==> src/rtl/dvp_cam_emulator_if.sv <==
`default_nettype none
// ----------------------------------------------------------------------------
// dvp_cam_emulator_if : DVP camera bus (pclk, vsync, href, data) to capture side
// Rev 1.0
// ----------------------------------------------------------------------------
interface dvp_cam_emulator_if;
   logic       pclk_out;
   logic       vsync_out;
   logic       href_out;
   logic [7:0] data_out;

   modport master (output pclk_out, vsync_out, href_out, data_out);
   modport slave  (input  pclk_out, vsync_out, href_out, data_out);
endinterface
`default_nettype wire

==> src/rtl/dvp_cam_emulator.sv <==
`default_nettype none
// ----------------------------------------------------------------------------
// dvp_cam_emulator : OV7670-style DVP RGB565 test-pattern source, CAM_EMU_CRC_EN adds frame CRC
// Rev 1.0
// ----------------------------------------------------------------------------
module dvp_cam_emulator #(
   parameter int H_ACTIVE = 640,
   parameter int H_BLANK  = 144,
   parameter int V_SYNC   = 3,
   parameter int V_BACK   = 17,
   parameter int V_ACTIVE = 480,
   parameter int V_FRONT  = 10,
   parameter int PCLK_DIV = 4
) (
   input  logic               CLK100MHZ,
   input  logic               rst_n,
   input  logic               enable,
   input  logic [1:0]         pattern_sel,
   dvp_cam_emulator_if.master dvp,
   output logic               frame_done,
   output logic [15:0]        frame_count,
   output logic               busy
`ifdef CAM_EMU_CRC_EN
   ,
   output logic [15:0]        frame_crc,
   output logic               crc_valid
`endif
);

   localparam int LINE  = 2 * H_ACTIVE + H_BLANK;
   localparam int HALF  = PCLK_DIV / 2;
   localparam int VM_A  = (V_SYNC > V_BACK) ? V_SYNC : V_BACK;
   localparam int VM_B  = (V_ACTIVE > V_FRONT) ? V_ACTIVE : V_FRONT;
   localparam int V_MAX = (VM_A > VM_B) ? VM_A : VM_B;
   localparam int DW    = $clog2(PCLK_DIV);
   localparam int HW    = $clog2(LINE + 1);
   localparam int VW    = $clog2(V_MAX + 1);

   typedef enum logic [2:0] {
      S_IDLE   = 3'd0,
      S_VSYNC  = 3'd1,
      S_VBACK  = 3'd2,
      S_ACTIVE = 3'd3,
      S_VFRONT = 3'd4
   } state_t;

   state_t          r_state, w_state_nxt;
   logic [DW-1:0]   r_div, w_div_nxt;
   logic [HW-1:0]   r_hcnt;
   logic [VW-1:0]   r_vcnt;
   logic [1:0]      r_pat;
   logic            r_pclk, r_vsync, r_href;
   logic [7:0]      r_data;
   logic [15:0]     r_frame_count;

   logic            w_tick, w_fall, w_line_end, w_last_line, w_state_end, w_vsync_entry;
   logic            w_href_nxt, w_ybit3;
   logic [15:0]     w_x, w_bar_rgb, w_pix;
   logic [2:0]      w_bar;
   logic [7:0]      w_byte;

   // w_tick closes a pclk period; w_fall is the edge where pclk drops and outputs move
   assign w_tick        = (r_state != S_IDLE) && (r_div == DW'(PCLK_DIV - 1));
   assign w_fall        = (r_state != S_IDLE) && (r_div == DW'(HALF - 1));
   assign w_line_end    = w_tick && (r_hcnt == HW'(LINE - 1));
   assign w_state_end   = w_line_end && w_last_line;
   assign w_vsync_entry = (w_state_nxt == S_VSYNC) && (r_state != S_VSYNC);
   assign w_div_nxt     = ((r_state == S_IDLE) || w_tick) ? '0 : r_div + DW'(1);

   always_comb begin
      w_state_nxt = r_state;
      w_last_line = 1'b0;
      case (r_state)
         S_IDLE: begin
            if (enable) w_state_nxt = S_VSYNC;
         end
         S_VSYNC: begin
            w_last_line = (r_vcnt == VW'(V_SYNC - 1));
            if (w_line_end && w_last_line) w_state_nxt = S_VBACK;
         end
         S_VBACK: begin
            w_last_line = (r_vcnt == VW'(V_BACK - 1));
            if (w_line_end && w_last_line) w_state_nxt = S_ACTIVE;
         end
         S_ACTIVE: begin
            w_last_line = (r_vcnt == VW'(V_ACTIVE - 1));
            if (w_line_end && w_last_line) w_state_nxt = S_VFRONT;
         end
         S_VFRONT: begin
            w_last_line = (r_vcnt == VW'(V_FRONT - 1));
            if (w_line_end && w_last_line) w_state_nxt = enable ? S_VSYNC : S_IDLE;
         end
         default: w_state_nxt = S_IDLE;
      endcase
   end

   always_ff @(posedge CLK100MHZ or negedge rst_n) begin
      if (!rst_n) r_state <= S_IDLE;
      else        r_state <= w_state_nxt;
   end

   // Pixel generation for the byte that goes out on the coming falling edge
   assign w_href_nxt = (r_state == S_ACTIVE) && (r_hcnt < HW'(2 * H_ACTIVE));
   assign w_x        = 16'(r_hcnt >> 1);
   assign w_ybit3    = ((32'(r_vcnt) >> 3) & 32'd1) != 32'd0;
   assign w_bar      = 3'((32'(w_x) * 32'd8) / 32'(H_ACTIVE));

   always_comb begin
      w_bar_rgb = 16'h0000;
      case (w_bar)
         3'd0: w_bar_rgb = 16'hFFFF;
         3'd1: w_bar_rgb = 16'hFFE0;
         3'd2: w_bar_rgb = 16'h07FF;
         3'd3: w_bar_rgb = 16'h07E0;
         3'd4: w_bar_rgb = 16'hF81F;
         3'd5: w_bar_rgb = 16'hF800;
         3'd6: w_bar_rgb = 16'h001F;
         default: w_bar_rgb = 16'h0000;
      endcase
   end

   always_comb begin
      w_pix = 16'h0000;
      case (r_pat)
         2'd0: w_pix = w_bar_rgb;
         2'd1: w_pix = {w_x[4:0], w_x[5:0], w_x[4:0]};
         2'd2: w_pix = r_frame_count;
         default: w_pix = (w_x[3] ^ w_ybit3) ? 16'hFFFF : 16'h0000;
      endcase
   end

   assign w_byte = r_hcnt[0] ? w_pix[7:0] : w_pix[15:8];

   always_ff @(posedge CLK100MHZ or negedge rst_n) begin
      if (!rst_n) begin
         r_div         <= '0;
         r_hcnt        <= '0;
         r_vcnt        <= '0;
         r_pat         <= 2'd0;
         r_pclk        <= 1'b0;
         r_vsync       <= 1'b0;
         r_href        <= 1'b0;
         r_data        <= 8'h00;
         r_frame_count <= 16'h0000;
      end else begin
         r_div  <= w_div_nxt;
         r_pclk <= (w_state_nxt != S_IDLE) && (w_div_nxt < DW'(HALF));
         if ((r_state == S_IDLE) || w_line_end) r_hcnt <= '0;
         else if (w_tick)                       r_hcnt <= r_hcnt + HW'(1);
         if ((r_state == S_IDLE) || w_state_end) r_vcnt <= '0;
         else if (w_line_end)                    r_vcnt <= r_vcnt + VW'(1);
         if (w_vsync_entry) r_pat <= pattern_sel;
         if (w_fall) begin
            r_vsync <= (r_state == S_VSYNC);
            r_href  <= w_href_nxt;
            r_data  <= w_href_nxt ? w_byte : 8'h00;
         end
         if (frame_done) r_frame_count <= r_frame_count + 16'd1;
      end
   end

   assign frame_done    = w_state_end && (r_state == S_VFRONT);
   assign frame_count   = r_frame_count;
   assign busy          = (r_state != S_IDLE);
   assign dvp.pclk_out  = r_pclk;
   assign dvp.vsync_out = r_vsync;
   assign dvp.href_out  = r_href;
   assign dvp.data_out  = r_data;

`ifdef CAM_EMU_CRC_EN
   function automatic logic [15:0] f_crc_byte(input logic [15:0] crc, input logic [7:0] b);
      logic [15:0] c;
      c = crc ^ {b, 8'h00};
      for (int i = 0; i < 8; i++) c = c[15] ? ((c << 1) ^ 16'h1021) : (c << 1);
      return c;
   endfunction

   logic [15:0] r_crc, r_frame_crc;

   // Running CRC is final well before VFRONT, so it can be presented during the pulse
   always_ff @(posedge CLK100MHZ or negedge rst_n) begin
      if (!rst_n) begin
         r_crc       <= 16'h0000;
         r_frame_crc <= 16'h0000;
      end else begin
         if (w_vsync_entry)            r_crc <= 16'hFFFF;
         else if (w_fall && w_href_nxt) r_crc <= f_crc_byte(r_crc, w_byte);
         if (frame_done) r_frame_crc <= r_crc;
      end
   end

   assign crc_valid = frame_done;
   assign frame_crc = frame_done ? r_crc : r_frame_crc;
`endif

endmodule
`default_nettype wire

==> src/flat_wrapper.sv <==
// flat-port wrapper written by rule: the top's interface ports become plain ports
module dvp_cam_emulator_flat 
#(
   parameter int H_ACTIVE = 640,
   parameter int H_BLANK  = 144,
   parameter int V_SYNC   = 3,
   parameter int V_BACK   = 17,
   parameter int V_ACTIVE = 480,
   parameter int V_FRONT  = 10,
   parameter int PCLK_DIV = 4
)
  (CLK100MHZ, rst_n, enable, pattern_sel, frame_done, frame_count, busy, dvp_pclk_out, dvp_vsync_out, dvp_href_out, dvp_data_out);
  dvp_cam_emulator_if dvp_i ();
  input  logic CLK100MHZ;
  input  logic rst_n;
  input  logic enable;
  input  logic [1:0] pattern_sel;
  output logic frame_done;
  output logic [15:0] frame_count;
  output logic busy;
  output wire logic [$bits(dvp_i.pclk_out)-1:0] dvp_pclk_out;
  output wire logic [$bits(dvp_i.vsync_out)-1:0] dvp_vsync_out;
  output wire logic [$bits(dvp_i.href_out)-1:0] dvp_href_out;
  output wire logic [$bits(dvp_i.data_out)-1:0] dvp_data_out;
  assign dvp_pclk_out = dvp_i.pclk_out;
  assign dvp_vsync_out = dvp_i.vsync_out;
  assign dvp_href_out = dvp_i.href_out;
  assign dvp_data_out = dvp_i.data_out;
  dvp_cam_emulator #(.H_ACTIVE(H_ACTIVE), .H_BLANK(H_BLANK), .V_SYNC(V_SYNC), .V_BACK(V_BACK), .V_ACTIVE(V_ACTIVE), .V_FRONT(V_FRONT), .PCLK_DIV(PCLK_DIV)) u_core (.CLK100MHZ(CLK100MHZ), .rst_n(rst_n), .enable(enable), .pattern_sel(pattern_sel), .dvp(dvp_i), .frame_done(frame_done), .frame_count(frame_count), .busy(busy));
endmodule
==> config.mk <==
export PLATFORM = sky130hd
export DESIGN_NAME = dvp_cam_emulator_flat
export DESIGN_NICKNAME = d
export VERILOG_FILES = /design/src/rtl/dvp_cam_emulator_if.sv /design/src/rtl/dvp_cam_emulator.sv /design/src/flat_wrapper.sv
export SDC_FILE = /design/constraint.sdc
export NUM_CORES = 1
export LEC_CHECK = 0
export CORE_ASPECT_RATIO = 1.25
export CORE_MARGIN = 4
export CORE_UTILIZATION = 58
export CTS_CLUSTER_DIAMETER = 150
export CTS_CLUSTER_SIZE = 8
export DETAILED_ROUTE_END_ITERATION = 8
export HOLD_SLACK_MARGIN = 0.12
export PLACE_DENSITY = 0.86
export SLEW_MARGIN = 5
export SYNTH_ARGS = -nofsm -noshare
export SYNTH_HDL_FRONTEND = slang
export SYNTH_SLANG_ARGS = --single-unit
==> constraint.sdc <==
create_clock -name CLK100MHZ -period 3.29 [get_ports CLK100MHZ]
set_input_delay 0.8225 -clock CLK100MHZ [delete_from_list [all_inputs] [get_ports CLK100MHZ]]
set_output_delay 0.8225 -clock CLK100MHZ [all_outputs]
set_load 0.02 [all_outputs]
==> impl_metrics.yaml, run 1 <==
outcome:
  status: "completed"
route:
  drt_first_pass_iters: 5
  met3_length_um: 494
  wl_met1_um: 3700
  highest_layer: "met4"
  drt-wirelength-per-cell_um: 17.4
  drt-initial-drc-count: 323
  avgViaCountPerCell: 6.23
  ant_nets: 0
  wl_um: 9000
  drc_errors: 0
  vias: 3214
  wl_met2_um: 4530
timing:
  whs_ns: 0.450
  worst_slew_pin_slew_ns: 0.653
  fmax_mhz: 323
  rsz0062_at_grt: "no"
  setup-tns-final_ns: 0
  post-route-period-util_pct: 94.1
  slew-limit-headroom_pct: 56.3
  maxSlewViolCount: 0
  hold_viol: 0
  min_period_ns: 3.10
  finalSetupViolations: 0
  finalClockSkew_ns: 0.0162
clock_tree:
  root_buffer: "clkbuf_8"
  htreeDepth: 2
  cts.clk_slew.worst_paths_ns: 0.11
  tritoncts: "yes"
  clock_sinks: 54
  cts-buffers-inserted: 5
  cts_max_path_buffers: 2
  clk_latency_ns: 0.32
critical_path:
  crit_path_start: "u_core.r_hcnt[1]"
  rrSetupSlack_ns: 0.38
  critPathCaptureType: "output port"
  worstPathArrival_ns: 2.28
  critPathMaxFanout: 6
  r2r-end: "u_core.dvp.data_out[4]"
  crit_type: "reg -> out"
  ff2ff_path_depth: 10
  r2r-start: "u_core.r_hcnt[8]"
  worstSetupStartpointType: "register"
  cp.required_ns: 2.47
floorplanning:
  die_area_mm2: 0.00758
  die_y_um: 96.4
  die_w_um: 78.7
  top_level_ports: 34
  initial_core_util_pct: 61.0
  rows: 31
  coreArea_mm2: 0.00593
synthesis:
  synthesis.instances: 404
  mappedNetlistNets: 418
  avgSynthCellArea_um2: 8.97
  synth_common_cells: "dfrtp_1 (54), nor2_1 (51), nand2_1 (37)"
  synth_top_area_share_pct: 37.3
  yosys.cell_count.top_type: "dfrtp_1"
  async_reset_ff_share_pct: 100
  yosys.area.top_type: "dfrtp_1"
  synthesis.area_mm2: 0.00362
  ys_types: 64
  yosysWarnings: 0
  synth.top_cells.by_area: "dfrtp_1 (37%), nor2_1 (5.3%), xnor2_1 (4.1%)"
  synthFlopType: "dfrtp_1"
  yosysSeqAreaShare_pct: 37.3
  synth-seq-cells: 54
  synth-edff-count: 0
power:
  leakagePower_uw: 0.00176
  ir_worst_vdd_mv: 0.285
  power_density_mw_per_mm2: 414
placed_design:
  gp_congestion: 0.944
  dpl.hpwl_um: 6510
  port_buffers: 33
layout:
  final_util_pct: 68.9
  multi_input_area_mm2: 0.00209
  fillers: 480
  layout-drive-gt1-share_pct: 9.68
  final_nets: 447
  antenna_cells: 0
  area_growth_pct: 13.0
  regArea_mm2: 0.00135
global_route:
  track_usage_pct: 25.2
  grt_max_degree: 25
  grt_overflow: 0
  grt_pass1_vias: 3150
  antenna_found_initial: 0
  grt_pass1_wl_um: 15000
worst_hold_path:
  hold_path_class: "in -> async"
job:
  drv_cap: 0
critical path: stages, from the launching register on:
cell and delay [ns]:
dfrtp_1 0.36, ha_1 0.31, nand4b_4 0.17, nor4_4 0.27
nand4_1 0.23, nor2b_1 0.26, dlygate4sd2_1 0.37
cell usage in the layout (no fill, tap or decap), drive strengths merged, types with 2 or more instances in the layout:
master | Yosys | layout
dfrtp | 54 | 54
nor2 | 51 | 51
nand2 | 38 | 38
clkdlybuf4s50 | 0 | 31
o21ai | 25 | 25
nand3 | 17 | 17
xnor2 | 17 | 17
a21oi | 16 | 16
xor2 | 16 | 16
nand2b | 15 | 15
buf | 16 | 13
nand4 | 12 | 12
inv | 9 | 11
nor2b | 9 | 9
ha | 9 | 9
a31oi | 7 | 7
nor4 | 7 | 7
nor3 | 7 | 7
nand3b | 6 | 6
a22oi | 5 | 5
clkbuf | 7 | 5
and2 | 4 | 4
and3 | 4 | 4
or3 | 4 | 4
nand4b | 4 | 4
o22a | 4 | 4
mux2 | 4 | 4
nor3b | 3 | 3
or4b | 3 | 3
a32o | 3 | 3
a2bb2oi | 3 | 3
a211oi | 3 | 3
nor4b | 2 | 2
and4 | 2 | 2
o211ai | 2 | 2
o21bai | 2 | 2
power by group:
| group | total (uW) | switching (uW) | internal, uW |
|---|---|---|---|
| sequential | 795 | 87.8 | 707 |
| clock | 399 | 242 | 157 |
| combinational | 498 | 304 | 194 |
| total | 1690 | 634 | 1060 |
metrics by stage:
| stage | cells | instance area [um^2] | worst slack, ns | power (uW) |
|---|---|---|---|---|
| 2_1_floorplan | 404 | 3620 | 0.696 | 1130 |
| 3_3_place_gp | 508 | 4000 | 0.260 | 1250 |
| 3_5_place_dp | 508 | 4000 | 0.202 | 1280 |
| 4_1_cts | 516 | 4090 | 0.188 | 1690 |
| 5_1_grt | 516 | 4090 | 0.0502 | 1780 |
| 6_report | 516 | 4090 | 0.192 | 1690 |
area by class of cell:
type	instances	area share (%)
multi-input cells	318	51.2
clock inverters	3	0.642
inverters	9	0.826
well taps	82	2.51
clock buffers	5	1.68
repair buffers	45	10.1
flip-flops and latches	54	33.0
logic make-up (layout without fill, tap and decap cells):
family	Yosys count	count (layout)	synth area share, %
fa+ha+maj	9	9	3.11
xor+xnor	33	33	7.98
compound gates	78	78	14.5
simple gates	193	193	30.6
flops	54	54	37.3
buf+inv	32	62	4.94
mux	5	5	1.52
flip-flops by register name, summed over array words and instances (netlist names):
register,count
u_core.dvp.pclk_out,1
u_core.dvp.href_out,1
u_core.r_state,3
u_core.r_div,2
u_core.dvp.data_out,8
u_core.r_pat,2
u_core.frame_count,16
u_core.r_hcnt,11
u_core.dvp.vsync_out,1
u_core.r_vcnt,9
routing by layer:
metal,vias to the layer above,global-route usage [%]
li1,1505,-
met1,1539,31.2
met2,144,43.8
met3,26,3.28
met4,0,11.7
met5,-,0
repair_timing:
| action | 4_1_cts | 5_1_grt |
|---|---|---|
| endpoints found under the setup margin | 1 | 0 |
| gates resized for setup | 2 | 0 |
| setup buffers | 0 | 0 |
| hold buffers | 0 | 0 |
how the worst max path moves through the flow:
stage | to | slack, ns | depth (start not counted)
after floorplan | u_core.dvp.data_out[4] | 0.70 | 11
after global placement | frame_done | 0.26 | 6
after detailed placement | frame_done | 0.20 | 6
after CTS | frame_done | 0.19 | 6
after global routing | frame_done | 0.05 | 6
final | frame_done | 0.19 | 6
No activity file was read; power rests on OpenSTA's default activity.
==> inputs of run 2 (changes only) <==
- CORE_UTILIZATION: 58 -> 25
- PLACE_DENSITY: 0.86 -> 0.46
- clock period: 3.29 -> 3.1 ns (I/O delays scaled with it)
==> run 2 against run 1 <==
  * Cell area increased by 6.3%
  * Non-clock buffer count increased by 9
  * Count of clock-buffer cells in the layout unchanged
  * Sequential cell count unchanged
  * Utilization decreased by 38 points
  * Sequential power about the same
  * Critical path type unchanged
  * Largest power group unchanged
==> impl_metrics.yaml, run 2 (synthesis gave the netlist of run 1 again) <==
outcome:
  status: "completed"
clock_tree:
  tritoncts: "yes"
  root_buffer: "clkbuf_16"
  post_cts_buffers: 0
  clock_sinks: 54
  clk_latency_ns: 0.30
  htreeDepth: 2
  cts_max_path_buffers: 2
  cts_hold_buffers: 0
  cts-buffers-inserted: 5
  cts.clk_slew.worst_paths_ns: 0.07
timing:
  rsz0062_at_grt: "no"
  worst_slew_pin_slew_ns: 0.635
  hold_viol: 0
  setup-tns-final_ns: 0
  finalSetupViolations: 0
  fmax_mhz: 343
  slew-limit-headroom_pct: 57.5
  post-route-period-util_pct: 93.9
  maxSlewViolCount: 0
  min_period_ns: 2.91
  finalClockSkew_ns: 0.00801
layout:
  final_nets: 456
  largest_reg_flops: 16
  multi_input_area_mm2: 0.00210
  regArea_mm2: 0.00135
  fillers: 1466
  area_growth_pct: 20.1
  antenna_cells: 0
  final_common_cell: "dfrtp_1"
  layout-drive-gt1-share_pct: 11.7
  stdcell_count: 618
  final_cell_mix: "dfrtp_1 (54), nor2_1 (51), nand2_1 (37), clkdlybuf4s50_1 (31)"
floorplanning:
  die_w_um: 116
  coreArea_mm2: 0.0140
  initial_core_util_pct: 25.9
  die_area_mm2: 0.0165
  rows: 48
  die_y_um: 143
  top_level_ports: 34
global_route:
  grt_max_degree: 55
  antenna_found_initial: 0
  grt_pass1_vias: 3191
  grt_pass1_wl_um: 17000
  grt_overflow: 0
  track_usage_pct: 12.8
critical_path:
  critPathCaptureType: "output port"
  worstSetupStartpointType: "register"
  crit_end: "frame_done"
  r2r-start: "u_core.r_hcnt[8]"
  r2r-end: "u_core.dvp.data_out[0]"
  critPathMaxFanout: 4
  rrSetupSlack_ns: 0.24
  cp.required_ns: 2.32
  worstPathArrival_ns: 2.14
  crit_type: "reg -> out"
  crit_path_start: "u_core.r_vcnt[1]"
  ff2ff_path_depth: 10
power:
  p_clk_share_pct: 30.0
  switching_power_uw: 704
  swShare_pct: 35.2
  p_int_uw: 1300
  ir_worst_vdd_mv: 0.226
  finalPower_uw: 2000
  pwr-share-comb_pct: 30.1
  power_density_mw_per_mm2: 460
  leakagePower_uw: 0.00184
  pwr-share-seq_pct: 39.9
route:
  drt_first_pass_iters: 4
  ant_nets: 0
  drc_errors: 0
  drt-initial-drc-count: 118
  wl_um: 10100
  vias: 3087
  drt-wirelength-per-cell_um: 16.3
  avgViaCountPerCell: 5.00
placed_design:
  dp_cells: 610
  gp_congestion: 0.835
  port_buffers: 33
  dpl.hpwl_um: 7560
job:
  drv_cap: 0
worst_hold_path:
  hold_path_class: "in -> async"
run 2: changes by cell type in the layout (fill, tap and decap cells not counted):
cell / change
buf_12: +1
buf_4: +8
clkbuf_16: +5
clkbuf_8: -5
ha_1: +1
ha_2: -1
inv_6: -1
inv_8: +1
nor2b_1: -2
nor2b_2: +2
run 2: through the flow:
| stage | util [%] | worst slack, ns | instance area (um^2) | hold slack, ns |
|---|---|---|---|---|
| 6_report | 31.1 | 0.189 | 4350 | 0.460 |
| 3_3_place_gp | 30.0 | 0.188 | 4190 | 0.450 |
| 4_1_cts | 31.1 | 0.160 | 4350 | 0.474 |
| 3_5_place_dp | 30.0 | 0.151 | 4190 | 0.464 |
| 2_1_floorplan | - | 0.506 | 3620 | 0.439 |
| 5_1_grt | 31.1 | 0.00171 | 4350 | 0.495 |
run 2: area by class of cell:
type                       count  area share (%)
clock buffer                   5            2.88
timing repair buffer          54            11.4
clock inverter                 3           0.662
sequential                    54            31.1
tap                          175            5.03
multi-input combinational    318            48.2
inverter                       9           0.777
run 2: worst min path at each step:
stage,start,endpoint,slack (ns),cells past startpoint
after floorplan,u_core.r_div[0],u_core.r_div[0],0.44,1
after global placement,u_core.r_div[0],u_core.r_div[0],0.45,1
after detailed placement,u_core.r_div[0],u_core.r_div[0],0.46,1
after CTS,u_core.r_div[0],u_core.r_div[0],0.47,1
after global routing,rst_n,u_core.r_vcnt[6],0.49,2
final,rst_n,u_core.r_vcnt[7],0.46,2
run 2: per-layer routing:
metal	GRT usage [%]	vias to the layer above	part of all wire, %
li1	-	1525	-
met1	16.8	1504	46
met2	22.0	51	50
met3	1.57	7	2.8
met4	3.30	0	0.93
met5	0	-	0
run 2: worst max-delay path, cell delays in order (launching register included):
cell	delay (ns)
dfrtp_1	0.42
inv_1	0.13
ha_1	0.16
nand3b_1	0.10
nor4b_1	0.39
nor2b_2	0.28
dlygate4sd2_1	0.36
run 2: what timing repair did:
action / in CTS / in global routing
resized for setup: 2 / 1
cloned: 0 / 0
setup endpoints to repair: 1 / 4
run 2: power by group through the flow:
stage | clock network, uW | registers, uW | logic, uW
final | 599 | 798 | 602
after global routing | 654 | 806 | 664
after CTS | 623 | 798 | 605
after detailed placement | 0 | 811 | 602
after global placement | 0 | 809 | 599
after floorplan | 0 | 807 | 394
==> RTL edit (flow settings as in run 2) <==
`V_ACTIVE` is set to 480 in 2 places; all go to 120.
--- a/src/rtl/dvp_cam_emulator.sv
+++ b/src/rtl/dvp_cam_emulator.sv
@@ -10,3 +10,3 @@
    parameter int V_BACK   = 17,
-   parameter int V_ACTIVE = 480,
+   parameter int V_ACTIVE = 120,
    parameter int V_FRONT  = 10,
--- a/src/flat_wrapper.sv
+++ b/src/flat_wrapper.sv
@@ -7,3 +7,3 @@
    parameter int V_BACK   = 17,
-   parameter int V_ACTIVE = 480,
+   parameter int V_ACTIVE = 120,
    parameter int V_FRONT  = 10,
Formal check against the unedited RTL: no difference found for any inputs over 10 cycles, from zero or initial values and one cycle with rst_n low; that may be too few to reach the edited logic, so the function may still have changed.
==> RTL edit against run 2 <==
Worst setup slack better by 0.059 ns. Wire length is 9.3% lower. Fmax is 2.1% higher. Cell area is 8.7% lower. Sequential cell count is 2 lower. Area after synthesis is 11% lower. Count of clock-buffer cells in the layout stayed put. Via count is 9.3% lower. Sequential share of layout area is 1.7 points higher. Critical path type unchanged.
Power is not compared: it rests on default switching activity, and its combinational part moved more than twofold at a synthesized area within 25%.
==> RTL edit: results (changes against run 2) <==
Global routing
  – Global-route wire length before repair: 15100 um (-11%)
  – Largest net degree at the start of global routing: 21 (-62%)
  – GRT Overall Usage: 0.131 (+0.00336)
  – Initial antenna violation count: 0 (unchanged)
  – Vias in the first global route: 2757 (-14%)

Worst setup path
  – R2R Path Start: u_core.r_hcnt[9]
  – FF-to-FF path depth: 9 (-1)
  – Worst-path maximum fanout: 11 (+7)
  – R2R Setup Slk: 0.34 ns (+0.10 ns)
  – Worst setup path start: u_core.r_state[2]
  – Reg2reg end: u_core.dvp.data_out[5]
  – CP max stage cell: clkdlybuf4s50_1
  – CP arrival: 2.08 ns (-0.06 ns)
  – Max incr delay on CP: 0.60 ns (+0.18 ns)
  – Setup crit end: busy

Yosys
  – Post-synth net total: 369 (-12%)
  – Synth cell types: 60 (-6.3%)
  – Post-Synthesis Cells: 355 (-12%)
  – Main area contributors after synthesis: dfrtp_1, nor2_1, xor2_1, xnor2_1, ha_1
  – Register area share after synthesis: 0.405 (+0.0322)
  – Top cells by count, synth: dfrtp_1, nor2_1, nand2_1
  – Asr flop ratio synth: 1.00 (unchanged)
  – Synth warnings: 0 (unchanged)

Placed design
  – Final HPWL DP: 7030 um (-7.0%)
  – PortBufs: 33 (unchanged)
  – GP Congestion: 0.846 (+1.3%)
  – Placed cells: 554 (-9.2%)

Timing
  – Clk_skew: 0.00900 ns (+0.000988 ns)
  – Worst slew margin: 0.621 (+0.0460)

Clocking
  – Max clock buf depth: 2 (unchanged)
  – Worst-path clk slew: 0.08 ns
  – # H-tree levels: 2 (unchanged)
  – CTS Root Cell: clkbuf_16
  – Total CTS buffers: 5 (unchanged)
  – Post-CTS setup buffer count: 0 (unchanged)
  – Clock Latency Late Sink: 0.30 ns (about the same)

Final layout
  – Fin nets: 407 (-11%)
  – Share of layout cells above drive strength 1: 0.107 (-0.0108)
  – Ant. Diodes: 0 (unchanged)
  – Max reg flops: 16 (unchanged)

Detailed routing
  – DRT Pass-1 Iters: 4 (unchanged)
  – Vias per Instance: 4.98 (-0.22%)
  – Starting DRT DRC Count: 205 (+74%)
  – Post-Route WL: 9150 um (-9.3%)
  – Average wire per standard cell: 16.3 um (-0.28%)

Power and ir drop
  – Leakage power: 1.66 nW
  – Peak supply drop: 198 uV

Min path
  – Worst min-delay path class: in2async

Outcome
  – Outcome: finished, final reports clean
RTL edit: how the worst min path moves through the flow:
stage	from	end	depth (start not counted)	slack [ns]
after floorplan	u_core.r_div[0]	u_core.r_div[0]	1	0.44
after global placement	u_core.r_div[0]	u_core.r_div[0]	1	0.45
after detailed placement	u_core.dvp.data_out[6]	u_core.dvp.data_out[6]	2	0.47
after CTS	rst_n	u_core.dvp.data_out[1]	1	0.38
after global routing	rst_n	u_core.frame_count[8]	1	0.39
final	rst_n	u_core.frame_count[7]	1	0.37
RTL edit: cell families after synthesis:
logic type	after synthesis	synth area share
flip-flops	52	0.405
AND/OR/NAND/NOR	138	0.231
AO/OA/AOI/OAI	86	0.187
buffers and inverters	36	0.0464
multiplexers	5	0.0168
adder cells (fa/ha/maj)	9	0.0351
XOR/XNOR	29	0.0791
RTL edit: cell type report:
class                      count  area [um2]
fill                        1317        8690
clock buffer                   5         125
inverter                      16        60.1
sequential                    52        1300
multi-input combinational    267        1790
timing repair buffer          51         459
clock inverter                 3        27.5
tap                          168         210
RTL edit: routing by layer:
layer	share of wire	GRT usage	up-vias
li1	-	-	1359
met1	0.42	0.164	1364
met2	0.52	0.232	70
met3	0.036	0.0158	8
met4	0.016	0.0409	0
met5	0	0	-
RTL edit: where the power goes:
| group | internal [mW] | switching, mW | leakage [nW] |
|---|---|---|---|
| Combinational | 0.00560 | 0.0146 | 0.887 |
| Clock | 0.307 | 0.283 | 0.0719 |
| Sequential | 0.678 | 0 | 0.697 |
RTL edit: timing repair:
| item | in CTS | in global routing |
|---|---|---|
| gates resized for setup | 4 | 0 |
| setup endpoints to repair | 1 | 0 |
| hold endpoints to repair | 0 | 0 |
RTL edit: critical path, delay by kind of cell (launching register included):
| family | cells | cell delay [ns] |
|---|---|---|
| buf+inv | 2 | 0.84 |
| flops | 1 | 0.52 |
| simple gates | 1 | 0.42 |
RTL edit: per-stage QoR:
step	power, mW	setup slack (ns)	instance area [um2]	hold slack (ns)
after floorplan	0.692	0.712	3210	0.439
after global placement	0.713	0.205	3790	0.453
after detailed placement	0.713	0.148	3790	0.472
after CTS	1.30	0.232	3970	0.380
after global routing	1.33	0.00648	3970	0.392
final	1.29	0.247	3970	0.369
